$ cat config.mk
export PLATFORM = sky130hd
export DESIGN_NAME = blocpu_program_loader
export DESIGN_NICKNAME = d
export VERILOG_FILES = /design/src/rtl/blocpu_pkg.sv /design/src/rtl/blocpu_sat_counter.sv /design/src/rtl/blocpu_program_loader.sv
export SDC_FILE = /design/constraint.sdc
export NUM_CORES = 1
export LEC_CHECK = 0
export CAP_MARGIN = 40
export CELL_PAD_IN_SITES_DETAIL_PLACEMENT = 2
export CELL_PAD_IN_SITES_GLOBAL_PLACEMENT = 2
export CORE_MARGIN = 1
export CORE_UTILIZATION = 37
export CTS_BUF_LIST = sky130_fd_sc_hd__clkbuf_16
export CTS_CLUSTER_DIAMETER = 150
export DETAILED_ROUTE_END_ITERATION = 8
export GPL_TIMING_DRIVEN = 0
export HOLD_SLACK_MARGIN = 0.02
export PLACE_DENSITY_LB_ADDON = 0.3
export SKIP_CTS_REPAIR_TIMING = 1
export SLEW_MARGIN = 25
export SYNTH_ARGS = -nofsm -noshare
export SYNTH_HDL_FRONTEND = slang
export SYNTH_SLANG_ARGS = --single-unit
$ cat constraint.sdc
create_clock -name clock -period 5.6 [get_ports clock]
set_clock_uncertainty 0.05 [all_clocks]
set_input_delay 1.12 -clock clock [delete_from_list [all_inputs] [get_ports clock]]
set_output_delay 1.12 -clock clock [all_outputs]
set_load 0.005 [all_outputs]
$ cat src/rtl/blocpu_pkg.sv
// rtl/blocpu_pkg.sv - shared state encoding and error codes for the blocpu program loader
package blocpu_pkg;

    typedef enum logic [3:0] {
        LEN_HI,
        LEN_LO,
        INS_HI,
        INS_LO,
        SETUP,
        STROBE,
        CKSUM,
        CORE_RESET,
        START,
        RUN,
        DONE,
        ERROR
    } state_t;

    localparam logic [1:0] ERR_NONE   = 2'b00;
    localparam logic [1:0] ERR_NIBBLE = 2'b01;
    localparam logic [1:0] ERR_CKSUM  = 2'b10;

    function automatic logic state_accepts_byte(input state_t s);
        return (s == LEN_HI) || (s == LEN_LO) || (s == INS_HI) ||
               (s == INS_LO) || (s == CKSUM);
    endfunction

endpackage

$ cat src/rtl/blocpu_sat_counter.sv
// rtl/blocpu_sat_counter.sv - width-parameterised saturating up-counter with clear and enable
module blocpu_sat_counter #(
    parameter int WIDTH = 32
) (
    input  logic             clock,
    input  logic             in_reset,
    input  logic             i_clear,
    input  logic             i_enable,
    output logic [WIDTH-1:0] o_count
);

    logic [WIDTH-1:0] r_count;

    always_ff @(posedge clock or posedge in_reset) begin
        if (in_reset) begin
            r_count <= '0;
        end else if (i_clear) begin
            r_count <= '0;
        end else if (i_enable && (r_count != '1)) begin
            r_count <= r_count + WIDTH'(1);
        end
    end

    assign o_count = r_count;

endmodule

$ cat src/rtl/blocpu_program_loader.sv
// rtl/blocpu_program_loader.sv - length-prefixed program loader and run sequencer for the blocpu core
// Optional trailing XOR checksum byte enabled by BLOCPU_LOADER_CHECKSUM_EN.
module blocpu_program_loader
    import blocpu_pkg::*;
#(
    parameter int INSTRUCTION_WIDTH = 12,
    parameter int ADDRESS_WIDTH     = 16,
    parameter int RESET_CYCLES      = 2,
    parameter int COUNT_WIDTH       = 32
) (
    input  logic                         clock,
    input  logic                         in_reset,
    input  logic [7:0]                   in_byte,
    input  logic                         in_byte_valid,
    output logic                         out_byte_ready,
    input  logic                         in_clear,
    input  logic                         in_core_running,
    output logic [INSTRUCTION_WIDTH-1:0] out_instruction,
    output logic [ADDRESS_WIDTH-1:0]     out_instruction_address,
    output logic                         out_instruction_write,
    output logic                         out_core_reset,
    output logic                         out_core_running,
    output logic                         out_busy,
    output logic                         out_done,
    output logic                         out_error,
    output logic [1:0]                   out_error_code,
    output logic [COUNT_WIDTH-1:0]       out_run_cycles
);

    localparam int RC_W = (RESET_CYCLES > 1) ? $clog2(RESET_CYCLES) : 1;
    localparam logic [RC_W-1:0] RC_LOAD = RC_W'(RESET_CYCLES - 1);

`ifdef BLOCPU_LOADER_CHECKSUM_EN
    localparam state_t LOAD_END_STATE = CKSUM;
`else
    localparam state_t LOAD_END_STATE = CORE_RESET;
`endif

    state_t                         r_state;
    state_t                         w_next;
    logic [ADDRESS_WIDTH-1:0]       r_length;
    logic [ADDRESS_WIDTH-1:0]       r_address;
    logic [ADDRESS_WIDTH-1:0]       r_instr_addr;
    logic [INSTRUCTION_WIDTH-1:0]   r_instruction;
    logic [3:0]                     r_ins_hi;
    logic [RC_W-1:0]                r_reset_count;
    logic                           r_seen;
    logic [1:0]                     r_err_code;

    logic                           w_transfer;
    logic [ADDRESS_WIDTH-1:0]       w_new_length;
    logic [ADDRESS_WIDTH-1:0]       w_addr_next;
    logic                           w_last_word;
    logic                           w_bad_nibble;
    logic                           w_cnt_clear;
    logic                           w_cnt_enable;

    assign w_transfer   = in_byte_valid && out_byte_ready;
    assign w_new_length = {r_length[ADDRESS_WIDTH-1:8], in_byte};
    assign w_addr_next  = r_address + ADDRESS_WIDTH'(1);
    assign w_last_word  = (w_addr_next == r_length);
    assign w_bad_nibble = (in_byte[7:4] != 4'h0);

`ifdef BLOCPU_LOADER_CHECKSUM_EN
    logic [7:0] r_xsum;
    logic       w_cksum_ok;

    assign w_cksum_ok = ((r_xsum ^ in_byte) == 8'h00);

    // Running XOR restarts with the first length byte of every stream.
    always_ff @(posedge clock or posedge in_reset) begin
        if (in_reset) begin
            r_xsum <= 8'h00;
        end else if (!in_clear && w_transfer) begin
            if (r_state == LEN_HI) begin
                r_xsum <= in_byte;
            end else if (r_state != CKSUM) begin
                r_xsum <= r_xsum ^ in_byte;
            end
        end
    end
`endif

    always_ff @(posedge clock or posedge in_reset) begin
        if (in_reset) begin
            r_state <= LEN_HI;
        end else begin
            r_state <= w_next;
        end
    end

    always_comb begin
        w_next = r_state;
        if (in_clear) begin
            w_next = LEN_HI;
        end else begin
            case (r_state)
                LEN_HI:     if (w_transfer) w_next = LEN_LO;
                LEN_LO:     if (w_transfer) w_next = (w_new_length != '0) ? INS_HI : LOAD_END_STATE;
                INS_HI:     if (w_transfer) w_next = w_bad_nibble ? ERROR : INS_LO;
                INS_LO:     if (w_transfer) w_next = SETUP;
                SETUP:      w_next = STROBE;
                STROBE:     w_next = w_last_word ? LOAD_END_STATE : INS_HI;
`ifdef BLOCPU_LOADER_CHECKSUM_EN
                CKSUM:      if (w_transfer) w_next = w_cksum_ok ? CORE_RESET : ERROR;
`else
                CKSUM:      w_next = LEN_HI;
`endif
                CORE_RESET: if (r_reset_count == '0) w_next = START;
                START:      w_next = RUN;
                RUN:        if (r_seen && !in_core_running) w_next = DONE;
                DONE:       w_next = DONE;
                ERROR:      w_next = ERROR;
                default:    w_next = LEN_HI;
            endcase
        end
    end

    // A clear leaves the datapath alone; the next stream reloads everything it needs.
    always_ff @(posedge clock or posedge in_reset) begin
        if (in_reset) begin
            r_length      <= '0;
            r_address     <= '0;
            r_instr_addr  <= '0;
            r_instruction <= '0;
            r_ins_hi      <= 4'h0;
            r_reset_count <= '0;
            r_seen        <= 1'b0;
            r_err_code    <= ERR_NONE;
        end else if (!in_clear) begin
            case (r_state)
                LEN_HI: begin
                    if (w_transfer) r_length[ADDRESS_WIDTH-1:8] <= in_byte;
                end
                LEN_LO: begin
                    if (w_transfer) begin
                        r_length      <= w_new_length;
                        r_address     <= '0;
                        r_reset_count <= RC_LOAD;
                    end
                end
                INS_HI: begin
                    if (w_transfer) begin
                        r_ins_hi <= in_byte[3:0];
                        if (w_bad_nibble) r_err_code <= ERR_NIBBLE;
                    end
                end
                INS_LO: begin
                    if (w_transfer) begin
                        r_instruction <= {r_ins_hi, in_byte};
                        r_instr_addr  <= r_address;
                    end
                end
                STROBE: begin
                    r_address     <= w_addr_next;
                    r_reset_count <= RC_LOAD;
                end
`ifdef BLOCPU_LOADER_CHECKSUM_EN
                CKSUM: begin
                    if (w_transfer && !w_cksum_ok) r_err_code <= ERR_CKSUM;
                end
`endif
                CORE_RESET: begin
                    if (r_reset_count != '0) r_reset_count <= r_reset_count - RC_W'(1);
                end
                START: begin
                    r_seen <= 1'b0;
                end
                RUN: begin
                    if (in_core_running) r_seen <= 1'b1;
                end
                default: begin
                end
            endcase
        end
    end

    assign w_cnt_clear  = !in_clear && (r_state == LEN_HI) && w_transfer;
    assign w_cnt_enable = !in_clear && (r_state == RUN);

    blocpu_sat_counter #(
        .WIDTH (COUNT_WIDTH)
    ) u_run_counter (
        .clock    (clock),
        .in_reset (in_reset),
        .i_clear  (w_cnt_clear),
        .i_enable (w_cnt_enable),
        .o_count  (out_run_cycles)
    );

    always_comb begin
        out_byte_ready          = !in_reset && state_accepts_byte(r_state);
        out_instruction         = r_instruction;
        out_instruction_address = r_instr_addr;
        out_instruction_write   = (r_state == STROBE);
        out_core_reset          = (r_state == CORE_RESET);
        out_core_running        = (r_state == START);
        out_busy                = !((r_state == LEN_HI) || (r_state == DONE) || (r_state == ERROR));
        out_done                = (r_state == DONE);
        out_error               = (r_state == ERROR);
        out_error_code          = (r_state == ERROR) ? r_err_code : ERR_NONE;
    end

endmodule

==> run summary, run 1 <==
The flow ran to the end, and the final reports show no timing, DRC or antenna violations. The final antenna-violating net count is 0. In the routed layout, each cell is associated on average with a via count of between 5 and 6. The part of the Yosys area used for sequential elements is 47.8%. The power density relative to cell area came out at 284 nW/um^2.

The worst setup path is captured at a flip-flop. The number of pins exceeding their max-slew limit in the final report was 0. The number of sinks driven by the clock tree came out at approximately 100.

Dividing the synthesized area by the synthesized cell count gives 10.2 sq um. Counting tap cells, the placed design contains a total of about 800 instances. The slowest stage of the critical path belongs to the cell nor3_1. The insertion delay to the later sink of the worst-skew pair came out at between 0.3 and 0.4 ns. The worst-case headroom to the max-slew limit came out at between 40% and 50%. Setup repair after global routing left no endpoint under its margin. The wire length per cell is 21.9 microns.

The highest clock frequency the design can meet is 271 MHz. The worst setup slack after layout is 1.91 ns. Of all nets on the critical path, the largest fanout is 10.

The final worst-path cycle share came out at 65.9%. The max-capacitance violation count came out at 0. Among all flip-flop cells after synthesis, the most frequent one is dfrtp_1. The final hold violation count came out at 0. The CTS tree is done. The count of endpoints failing setup in the final report is 0. The core region is 14000 sq um. Global routing consumed, on the met2 layer, 43.0% of the routing resources. Of the cells placed in the final design, the portion with a size suffix greater than 1 is 13.3%. The detailed router's first-iteration violation count is between 200 and 250. The die is between 100 and 150 microns tall.

Among cell families on the critical path, the largest total delay comes from buffers and inverters. The leakage power is 2.78 nW. The detailed-route DRC error count is 0. STA classifies the critical path startpoint as an input port. The die covers 15000 sq um. Summed over its instances, the top area cell type makes up 47.8% of the synthesized netlist area. The met3 layer usage reported by global route is 3.86%.

The total nets after synthesis came out at 545. The path class of the tightest hold or removal check is flip-flop to flip-flop. The clock period could shrink to 3.69 ns.

The quantity of I/O buffers inserted on ports came out at 80. The final standard cell count with taps included and fillers excluded is 810. The CTS clock-pin slew for the worst setup and hold paths came out at 0.07 ns. The maximum number of pins on one net before global-route repair is 69. The number of nets in the final layout came out at 640.

The deepest level of the CTS H-tree is 3. The cell accounting for the most synthesized area is dfrtp_1. The critical path arrival is 3.85 ns. The placed instance area is around 6500 sq um. The tree is rooted in a clkbuf_16. The number of antenna diodes in the final layout is 0. The number of I/O pins is 82.

The most used routing layer in global routing is met2. The worst path required time came out at 5.76 ns. The first-pass GRT wire length came out at 28.4 mm.

The initial antenna violation count is 0. The width of the die came out at around 120 microns. The total CTS buffers is 9. The largest single stage delay on the critical path is 0.55 ns. The effective utilization at floorplan came out at a little under two fifths.

The total chip power is around 0.0019 W. The number of placement rows is 43. The path type of the worst setup path is input port to flip-flop. Counting both buffers and inverters, the worst setup path holds a total of 4. The overflow left after global routing came out at 0. The post-synth design cell area came out at 5390 sq um. The worst voltage drop across the vdd grid came out at slightly above 200 uV. The number of distinct standard cells referenced by the synthesized netlist is 51. At the pin with the least slew margin, the transition time is 0.782 ns. The routability congestion estimate is 0.858.

The final-layout fill cell count is roughly 1400. The flip-flop and latch count after synthesis is 103. The detailed router placed around 4600 vias in this run. For this run, global-route usage on met1 was measured as 32.7%. The total wirelength of the detailed-routed design is between 15 and 20 mm. The half-perimeter wire length after detailed placement is roughly 13 mm. By area the synthesized netlist is led by dfrtp_1, mux2_2, xnor2_1. The summed area of non-filler cells in the final layout is 6780 sq um. The synthesized instance count is 530. Walking the worst path, the cells encountered are clkdlybuf4s50_1, clkbuf_1, nor2_1, nand3_1, nor3_1, clkbuf_1, buf_1, nor2_1.

The proportion of register bits with asynchronous set or reset after synthesis came out at 100%. The count of flip-flops with a built-in enable after synthesis came out at 0. The number of iterations in the first detailed-routing pass came out at 4. The number of global-route vias before repair is 5009. The maximum buffer depth of the clock tree is 2. The worst hold slack after final layout is roughly 0.45 ns. OpenSTA, run right after detailed placement, puts the worst setup slack at 1.59 ns. The number of synthesis warnings is 0. The layout-stage area growth over the synthesis result is 25.9%. Global routing used 25.1% of the available tracks across all layers.
==> synthesized netlist by cell type, types with 2 or more instances <==
cell and number:
dfrtp_1 103, nor2_1 51, mux2_2 48, nand2_1 37, xnor2_1 30, nand3_1 26
clkbuf_1 22, o21ai_0 22, xor2_1 20, a21oi_1 18, nand4_1 15, nor4_1 12
and2_1 10, and3_1 10, o31ai_1 10, and4_1 9, inv_1 9, nor3_1 8
nor4b_1 6, a21o_1 5, buf_2 5, or3_1 5, a211oi_1 4, nand2b_1 4
or4_1 4, a211o_1 3, buf_1 3, nor3b_2 3, a31oi_1 2, buf_4 2
ha_1 2, nor2b_1 2, nor4_2 2
==> kinds of logic after synthesis <==
logic type / Yosys count / share of synthesized area [%]
simple gates: 212 / 21.8
buf+inv: 42 / 3.32
compound gates: 71 / 8.18
mux: 49 / 10.2
other cells: 1 / 0.0696
flops: 103 / 47.8
fa+ha+maj: 2 / 0.464
xor+xnor: 50 / 8.13
==> power breakdown <==
part	leakage, nW	total (W)	internal (W)	switching [W]
Combinational	1.24	0.000333	0.000173	0.000160
Sequential	1.39	0.000912	0.000829	0.0000830
Clock	0.152	0.000682	0.000392	0.000290
Total	2.78	0.00193	0.00139	0.000533
==> registers in the layout, indices dropped and copies added (netlist names) <==
signal / cells
out_instruction: 12
out_instruction_address: 16
r_address: 16
r_err_code: 1
r_ins_hi: 4
r_length: 16
r_reset_count: 1
r_seen: 1
r_state: 4
u_run_counter.o_count: 32
==> final cells by class <==
type	count	area [sq um]	area share [%]
inverter	9	38.8	0.572
multi-input combinational	385	2630	38.8
sequential	103	2580	38.0
tap	180	225	3.32
timing repair buffer	84	846	12.5
buffer	33	145	2.14
clock buffer	9	225	3.32
clock inverter	7	92.6	1.37
==> routing by layer <==
| layer | vias to the layer above | wire length (microns) |
|---|---|---|
| met5 | - | 0 |
| met4 | 0 | 247 |
| met3 | 15 | 566 |
| met2 | 106 | 8910 |
| met1 | 2421 | 7990 |
| li1 | 2075 | - |
==> worst paths after layout <==
path | start | end | slack, ns | depth (start not counted)
worst max-delay path | in_clear | u_run_counter.o_count[8] | 1.91 | 8
worst min-delay path | r_err_code[0] | r_err_code[0] | 0.45 | 1
worst max register to register | r_state[2] | u_run_counter.o_count[8] | 2.68 | 7
worst min register to register | r_err_code[0] | r_err_code[0] | 0.45 | 1
max in group asynchronous | in_reset | r_length[6] | 3.70 | 3
min in group asynchronous | in_reset | r_address[5] | 1.15 | 2
==> cells in the final DEF, fill, tap and decap left out, types with 9 or more instances in the layout <==
cell type and count:
clkbuf_16 9, nor4_1 12, dfrtp_1 103, and3_1 10, nand3_1 26, clkbuf_1 22
and4_1 9, nand2_1 37, xnor2_1 30, nand4_1 15, xor2_1 20, o31ai_1 10
mux2_2 48, clkdlybuf4s50_1 80, and2_1 10, nor2_1 51, o21ai_0 22, a21oi_1 18
==> metrics by stage <==
| stage | setup TNS [ns] | util (%) |
|---|---|---|
| 3_3_place_gp | -0.0582 | 45.7 |
| 6_report | 0 | 48.3 |
| 2_1_floorplan | 0 | - |
| 4_1_cts | 0 | 48.3 |
| 5_1_grt | 0 | 48.3 |
| 3_5_place_dp | 0 | 46.0 |
No activity file was read; power rests on OpenSTA's default activity.
==> inputs of run 2 (changes only) <==
Settings changed: CORE_UTILIZATION 37 to 31.
Clock period 5.6 ns to 3.3 ns, I/O delays scaled along.
==> run summary, run 2 (same netlist as run 1, synthesis figures left out) <==
Outcome: completed (unchanged). The detailed router's first-iteration violation count is 196 (was 225). The final worst-path cycle share is 95.0%. The total CTS buffers is 9 (unchanged).

The area of all sequential standard cells was 2580 sq um (unchanged). The clock tree root buffer cell is clkbuf_16 (unchanged). The final antenna-violating net count is 0 (unchanged). The insertion delay to the later sink of the worst-skew pair is 0.35 ns (about the same).

The global routing usage summed across all routing layers came out at 20.3% (was 25.1%). Leading cell types in the layout, fill and taps excluded: dfrtp_1, clkdlybuf4s50_1, nor2_1 (unchanged). The count of antenna diodes in the layout came out at 0 (unchanged). The switching share of power came out at 28.8% (was 27.6%). The share of total power in combinational logic came out at 17.8% (was 17.3%). The sequential group share of total power is 47.9% (was 47.3%). The type of the worst min-delay path is flip-flop to flip-flop (unchanged). The worst path needs ~3.1 ns of the cycle, external delays included. The worst setup timing slack at the placement stage came out at -0.494 ns (was 1.59 ns). The final standard cell count with taps included and fillers excluded came to 851 (was 810).

The wire length per cell is 20.1 microns (was 21.9 microns). The number of global-route vias before repair came out at 4945 (was 5009). The quantity of I/O buffers inserted on ports is 80 (unchanged). The count of endpoints failing setup in the final report is 0 (unchanged). The number of placement rows is 47 (was 43). The deepest level of the CTS H-tree came to 3 (unchanged). The first-pass GRT wire length is 28.2 mm (was 28.4 mm).

The floorplan core area is 16800 sq um (was 14000 sq um). The initial antenna violation count is 0 (unchanged). The total wirelength of the detailed-routed design is 17.1 mm (was 17.7 mm). The total number of vias came out at 4534 (was 4617). The layout cell share with drive strength beyond 1 is 14.1% (was 13.3%).

The worst path required time came to 2.59 ns (was 5.76 ns). The design internal power is 0.00230 W (was 0.00139 W). The final-layout fill cell count came out at 1808 (was 1397). The max-capacitance violation count is 0 (unchanged). The leakage power came to 2.80 nW (was 2.78 nW). The number of pins exceeding their max-slew limit in the final report came out at 0 (unchanged). The routability congestion estimate came out at 0.827 (was 0.858). The worst reg-to-reg path cell count is 7 (unchanged). The worst-case headroom to the max-slew limit is 48.3% (was 47.7%). The full die area is 17900 sq um (was 15000 sq um).

The number of flip-flops in the largest register is 32 (unchanged). The effective utilization at floorplan came out at 32.1% (was 38.4%). The height of the chip came out at 134 microns (was 123 microns). The number of nets in the final layout is 641 (was 640). The clock network fraction of total power is 34.4% (was 35.4%). The highest clock frequency the design can meet is 319 MHz.

The critical path arrival came out at 2.42 ns (was 3.85 ns). The number of iterations in the first detailed-routing pass is 4 (unchanged). The multi-input combinational cell area came out at 2640 sq um (was 2630 sq um). The maximum buffer depth of the clock tree is 2 (unchanged). The layout-stage area growth over the synthesis result came out at 27.8% (was 25.9%).

The number of sinks driven by the clock tree came out at 103 (unchanged). The most common cell after layout, fill and taps aside is dfrtp_1 (unchanged). The path type of the worst setup path is flip-flop to output port (was input port to flip-flop).

The worst voltage drop across the vdd grid came out at 285 uV (was 205 uV). The number of instances in the placed design is 835 (was 793). The largest fanout on the critical path came out at 10 (unchanged). Setup repair after global routing missed its margin: false (unchanged).

The number of instances on the worst hold path was 1 (unchanged). The category of the worst setup path capture point is an output port (was flip-flop). The final hold violation count came out at 0 (unchanged).

The number of I/O pins came to 82 (unchanged). The transition time at the pin with the least slew margin is 0.768 ns (was 0.782 ns). The switching component of the power came out at 0.000932 W (was 0.000533 W). The kind of launch point of the worst setup path is a flip-flop (was input port). The detailed-route DRC error count is 0 (unchanged). The number of vias per cell came out at 5.33 (was 5.70). The half-perimeter wire length after detailed placement is 12.6 mm (about the same). The CTS clock-pin slew for the worst setup and hold paths came out at 0.07 ns (about the same).

The worst setup slack after layout is 0.166 ns (was 1.91 ns). The CTS tree is done (unchanged). The width of the die came to 134 microns (was 123 microns). The power density relative to cell area came out at 469 nW/um^2 (was 284 nW/um^2). The overflow left after global routing is 0 (unchanged).

The maximum number of pins on one net before global-route repair is 32 (was 69). The end-of-flow core utilization was 41.1% (was 48.3%). The worst hold slack after final layout is 0.461 ns (was 0.451 ns).
[run 2: changes by cell type in the layout (fill, tap and decap cells not counted), moves of 2 or more]
cell      previous run  this run
clkinv_2             0         3
inv_6                3         0
buf_16               1         3
clkinv_1             2         0
[run 2: area by class of cell]
type                            instances  share of cell area, %
Clock buffer                            9                   3.27
Inverter                                9                  0.545
Sequential cell                       103                   37.4
Clock inverter                          7                   1.05
Timing Repair Buffer                   85                   13.2
Multi-Input combinational cell        385                   38.4
Tap cell                              220                   4.00
Buffer                                 33                   2.11
[run 2: worst paths after layout]
check / to / slack (ns) / startpoint
worst max register to register: u_run_counter.o_count[22] / 0.51 / r_state[2]
max in group asynchronous: r_ins_hi[0] / 1.62 / in_reset
min in group asynchronous: r_address[2] / 0.70 / in_reset
worst min register to register: out_instruction_address[10] / 0.46 / out_instruction_address[10]
worst max-delay path: out_busy / 0.17 / r_state[2]
worst min-delay path: out_instruction_address[10] / 0.46 / out_instruction_address[10]
[run 2: power by group through the flow]
stage / registers (W) / logic, W / clock network [W]
2_1_floorplan: 0.00152 / 0.000370 / 0
3_3_place_gp: 0.00156 / 0.000529 / 0
3_5_place_dp: 0.00158 / 0.000570 / 0
4_1_cts: 0.00155 / 0.000579 / 0.00114
5_1_grt: 0.00157 / 0.000631 / 0.00119
6_report: 0.00155 / 0.000574 / 0.00111
[run 2: layer usage]
metal | vias up | global-route usage (%) | wire, microns
met5 | - | 0 | 0
met4 | 0 | 6.76 | 320
met3 | 21 | 2.53 | 383
met2 | 72 | 33.0 | 8210
met1 | 2357 | 27.8 | 8180
li1 | 2084 | - | -
[run 2: critical path, stage by stage, from the launching register on]
cell and delay, ns:
dfrtp_1 0.41, clkbuf_1 0.29, inv_1 0.22, clkbuf_1 0.49
o21ai_0 0.19, clkdlybuf4s50_1 0.49
[run 2: metrics by stage]
stage	cell area [sq um]	total power, W	setup TNS (ns)
3_5_place_dp	6580	0.00215	-7.01
2_1_floorplan	5390	0.00189	0
5_1_grt	6890	0.00338	0
4_1_cts	6880	0.00327	-0.117
6_report	6890	0.00323	0
3_3_place_gp	6470	0.00209	-6.88
